### src/rtl/voice_alloc.sv
// voice_alloc: NCO voice allocator with per-voice age ranking and a 3-state scan FSM.
// Optional VOICE_STEAL_EN: steal the oldest voice instead of dropping a note-on when all voices are busy.
module voice_alloc #(
    parameter int NVOICE = 4
) (
    input  logic                  clk,
    input  logic                  rst,
    input  logic                  ev_valid,
    output logic                  ev_ready,
    input  logic                  ev_on,
    input  logic [6:0]            ev_note,
    input  logic [6:0]            ev_vel,
    output logic [7*NVOICE-1:0]   voice_note,
    output logic [7*NVOICE-1:0]   voice_vel,
    output logic [NVOICE-1:0]     voice_gate,
    output logic                  drop
);
    localparam int AW = $clog2(NVOICE);
    localparam logic [AW-1:0] LAST = AW'(NVOICE - 1);

    typedef enum logic [1:0] {IDLE, SCAN, COMMIT} state_t;

    state_t          state, state_nxt;
    logic [AW-1:0]   idx, match_v, free_v, old_v, tgt;
    logic            match_hit, free_hit;
    logic            cap_on;
    logic [6:0]      cap_note, cap_vel;
    logic [NVOICE-1:0] off_mask, gate;
    logic [6:0]      note [NVOICE];
    logic [6:0]      vel  [NVOICE];
    logic [AW-1:0]   age  [NVOICE];
    logic            take, note_on, alloc;

    assign ev_ready = state == IDLE && !rst;
    assign take     = ev_valid && ev_ready;
    assign note_on  = cap_on && cap_vel != 7'd0;
    assign tgt      = match_hit ? match_v : free_hit ? free_v : old_v;
`ifdef VOICE_STEAL_EN
    assign alloc    = note_on;
`else
    assign alloc    = note_on && (match_hit || free_hit);
`endif
    assign drop       = state == COMMIT && note_on && !alloc;
    assign voice_gate = gate;

    for (genvar i = 0; i < NVOICE; i++) begin : g_pack
        assign voice_note[7*i +: 7] = note[i];
        assign voice_vel[7*i +: 7]  = vel[i];
    end

    always_ff @(posedge clk or posedge rst) begin
        if (rst) state <= IDLE;
        else     state <= state_nxt;
    end

    always_comb begin
        state_nxt = state == IDLE ? (take ? SCAN : IDLE) :
                    state == SCAN ? (idx == LAST ? COMMIT : SCAN) : IDLE;
    end

    always_ff @(posedge clk or posedge rst) begin
        if (rst) begin
            idx       <= '0;
            match_v   <= '0;
            free_v    <= '0;
            old_v     <= '0;
            match_hit <= 1'b0;
            free_hit  <= 1'b0;
            off_mask  <= '0;
            cap_on    <= 1'b0;
            cap_note  <= '0;
            cap_vel   <= '0;
            gate      <= '0;
            for (int i = 0; i < NVOICE; i++) begin
                note[i] <= '0;
                vel[i]  <= '0;
                age[i]  <= AW'(i);
            end
        end else begin
            if (take) begin
                cap_on    <= ev_on;
                cap_note  <= ev_note;
                cap_vel   <= ev_vel;
                idx       <= '0;
                match_hit <= 1'b0;
                free_hit  <= 1'b0;
                off_mask  <= '0;
            end
            if (state == SCAN) begin
                idx <= idx + 1'b1;
                if (gate[idx] && note[idx] == cap_note) begin
                    off_mask[idx] <= 1'b1;
                    if (!match_hit) begin
                        match_hit <= 1'b1;
                        match_v   <= idx;
                    end
                end
                if (!gate[idx] && !free_hit) begin
                    free_hit <= 1'b1;
                    free_v   <= idx;
                end
                if (age[idx] == LAST) old_v <= idx;
            end
            // Voice state only ever changes here, so the scan sees a stable snapshot.
            if (state == COMMIT) begin
                if (alloc) begin
                    for (int i = 0; i < NVOICE; i++) begin
                        if (AW'(i) == tgt) begin
                            note[i] <= cap_note;
                            vel[i]  <= cap_vel;
                            gate[i] <= 1'b1;
                            age[i]  <= '0;
                        end else if (age[i] < age[tgt]) begin
                            age[i] <= age[i] + 1'b1;
                        end
                    end
                end else if (!note_on) begin
                    gate <= gate & ~off_mask;
                end
            end
        end
    end
endmodule

### config.mk
export PLATFORM = sky130hd
export DESIGN_NAME = voice_alloc
export DESIGN_NICKNAME = d
export VERILOG_FILES = /design/src/rtl/voice_alloc.sv
export SDC_FILE = /design/constraint.sdc
export NUM_CORES = 1
export LEC_CHECK = 0
export ABC_CLOCK_PERIOD_IN_PS = 3400
export CORE_MARGIN = 5
export CORE_UTILIZATION = 40
export DETAILED_ROUTE_END_ITERATION = 8
export SYNTH_ARGS = -nofsm -noshare
export SYNTH_HDL_FRONTEND = slang
export SYNTH_SLANG_ARGS = --single-unit
### constraint.sdc
create_clock -name clk -period 3.4 [get_ports clk]
set_input_delay 0.51 -clock clk [delete_from_list [all_inputs] [get_ports clk]]
set_output_delay 0.51 -clock clk [all_outputs]
set_load 0.01 [all_outputs]
==> run summary <==
The min-delay analysis places its worst path in the category reg -> reg. Global routing consumed, on the met2 layer, 26.5% of the routing resources. The maximum fanout encountered on the critical timing path is 6. In this run the deepest clock path goes through 2 buffers.

The power density over cell area was 757 nW/um2; the register bit total from synthesis was 99. The critical path class is reg -> out. The ratio of cells with drive above 1 in the final layout is 26.6%, and the buffers inserted during post-CTS setup optimization is 0. After synthesis, the netlist uses 48 different library cells. For the worst setup path, the data arrival time is 2.27 ns. Clock tree synthesis found a total of 99 sinks. The first TritonRoute pass finished after 4 iterations. The setup check on the worst reg-to-reg path leaves a slack of 0.92 ns. The most used flip-flop cell after synthesis is sky130_fd_sc_hd__dfrtp_1. The logs give 0 for the count of synthesis-stage warnings from yosys and 47.7% for the worst slew margin relative to its limit.

Synthesis produced 330 cells. The leakage power figure is 0.00259 uW. The final total negative setup slack is 0 ns, and the total number of placement rows is 39. STA puts the critical path data required time at 2.89 ns. The number of hold buffers added after cts is 0. The number of instances resized during post-cts repair came out at 0. The tools report the CTS root buffer as sky130_fd_sc_hd__clkbuf_16. The tools report the antenna diode count as 0. Sorting the synthesized cells by area gives the leading types as sky130_fd_sc_hd__dfrtp_1, sky130_fd_sc_hd__mux2_2, sky130_fd_sc_hd__mux4_2. The detail-routed net length per standard cell is 19.6 um, and the global-route wire length before repair is 17800 um. Compared with the post-synthesis result, the final layout area differs by 27.4%.

The congestion estimate from routability-driven global placement came to 0.853. The detailed-route vias per instance was 5.37. TritonCTS built the clock tree.

Across all layers, the routed design uses 3009 vias. The sequential fraction of the synthesis area is 54.7%. The top cell type by area accounts for 52.4% of the synthesized area. Type of element capturing the critical path: a primary output.

The actual slew at the worst max-slew pin works out to 0.777 ns. The all-layer global routing usage is 17.4%. The area of the core region was 11300 um2; the global-route track usage on met3 was 3.52%.

The die outline area is 13600 um2, and the final layout net count is 434. Setup repair after global routing left no endpoint under its margin. Clock latency on the worst-skew pair, taken at its later pin, is 0.34 ns. The number of levels the H-tree was split into was 3.

The number of buffers inserted during clock tree synthesis was 9; the synthesized netlist net count was 352. Max-cap violations in this run came to 0. For this run, design rule violations remaining after detail routing come to 0.

The worst path in the final design needs a cycle of 2.78 ns, including I/O delays and setup. In this run the horizontal extent of the chip is 117 um. Between clock sinks in the finished design, the worst skew comes to 0.00797 ns. A synthesized cell averages 13.8 um2.

The largest net degree at the start of global routing is 58, and the share of the clock period used by the worst path is 81.7%. For the number of hold-slack violations in the final timing report, the log shows 0. The worst setup path is launched from a register.

Top cell type by total area after synthesis: sky130_fd_sc_hd__dfrtp_1. The synthesized design contains 0 enable-type register cells. The share of synthesized registers carrying an async set or reset came out at 100%. The starting utilization of the core area was 40.3%. Port buffering added 79 buffers. Once layout is complete, the utilization of the core stands at 51.3%.

Summing every instance area after synthesis gives 4540 um2. The total overflow left after global routing is 0. From bottom edge to top edge, the die measures 117 um.

The flow ran to the end, and the final reports show no timing, DRC or antenna violations. Sorting the synthesized cells by how often they occur yields sky130_fd_sc_hd__dfrtp_1, sky130_fd_sc_hd__mux2_2, sky130_fd_sc_hd__a21oi_1, sky130_fd_sc_hd__nor3_1, sky130_fd_sc_hd__nor2_1. The routed design has 11000 um of wire. Clock-pin slew was measured on the worst setup and hold paths at 0.07 ns. For the max-slew violation count, the log shows 0. After global routing, the most crowded layer is met2. Derived from the worst setup path, the maximum achievable clock frequency is 0.360 GHz. The total of endpoints with negative setup slack in the final report is 0. In the post-synthesis netlist, the cell with the most instances is sky130_fd_sc_hd__dfrtp_1. The number of filler instances in the final layout came out at 999. For the number of global-route vias before repair, the log shows 3194. VDD sags by at most 0.000347 V. Once detail routing completed, the nets flagged for antenna violations numbered 0.

The run gives 24.9% as the met1 capacity usage during global routing. The HPWL after detailed placement is 7530 um. The logs give 4380 uW for the post-layout total power and 0 for the number of antenna violations at the first check in global routing. First-iteration detailed-routing DRC count: 96. The total I/O pin count came out at 80.
path summary, 6_finish.rpt:
| kind | start | end | cells after the start |
|---|---|---|---|
| worst max register to register | free_hit | age[0] | 5 |
| worst min register to register | off_mask[1] | voice_gate[1] | 1 |
| max in group asynchronous | rst | voice_note[16] | 3 |
| min in group asynchronous | rst | age[2] | 2 |
| worst max-delay path | cap_vel[6] | drop | 4 |
| worst min-delay path | off_mask[1] | voice_gate[1] | 1 |
registers in the layout, indices dropped and copies added, names as in the netlist:
register / count
age: 8
cap_note: 7
cap_on: 1
cap_vel: 7
free_hit: 1
free_v: 2
idx: 2
match_hit: 1
match_v: 2
off_mask: 4
old_v: 2
state: 2
voice_gate: 4
voice_note: 28
voice_vel: 28
kinds of logic (layout without fill, tap and decap cells):
group | after synthesis | count (layout) | synth area share (%)
AOI/OAI and AO/OA | 51 | 51 | 9.12
xor gates and xnor gates | 9 | 9 | 1.74
adders and majority gates | 4 | 4 | 1.10
buffers and inverters | 24 | 111 | 2.84
DFF | 99 | 99 | 54.7
muxes | 89 | 89 | 23.7
and+or+nand+nor | 54 | 54 | 6.78
area by class of cell:
class	count	area, um2	area share [%]
clock buffer	10	239	4.13
clock inverter	6	48.8	0.844
inverter	9	36.3	0.628
multi-input combinational	207	1930	33.3
sequential	99	2480	42.9
tap	143	179	3.09
timing repair buffer	86	868	15.0
placed cells by master (no fill, tap or decap), drive strengths merged, types with 9 or more instances in the layout:
cell            n
a21oi          14
nor3           16
nor2           12
clkdlybuf4s50  79
mux2           76
dfrtp          95
clkbuf         10
nand2           9
inv            11
report_power, final:
group          internal, uW  switching [uW]  leakage [uW]
sequential             1510             404       0.00131
combinational           810             677       0.00115
clock                   523             458      0.000132
total                  2840            1540       0.00259
per-stage QoR:
stage               instance area [um2]  cells  hold WS [ns]  worst slack, ns
detailed placement                 5490    544         0.443            0.834
CTS                                5780    560         0.450            0.609
global placement                   5490    544         0.438            0.839
global route                       5780    560         0.470            0.453
floorplan                          4540    330         0.418            0.306
finish                             5780    560         0.444            0.621
per-layer routing:
layer  vias up  share of wire, %  wire [um]
met1      1540                46       5110
met4         0               1.5        167
met3        12               3.6        396
li1       1390                 -          -
met5         -                 0          0
met2        67                48       5330
critical path: stages, from the launching register on:
cell and delay, ns:
sky130_fd_sc_hd__dfrtp_1 0.46, sky130_fd_sc_hd__nor3_1 0.16, sky130_fd_sc_hd__a21oi_1 0.22, sky130_fd_sc_hd__nor4b_1 0.45, sky130_fd_sc_hd__clkdlybuf4s50_1 0.63
No activity file was read; power rests on OpenSTA's default activity.
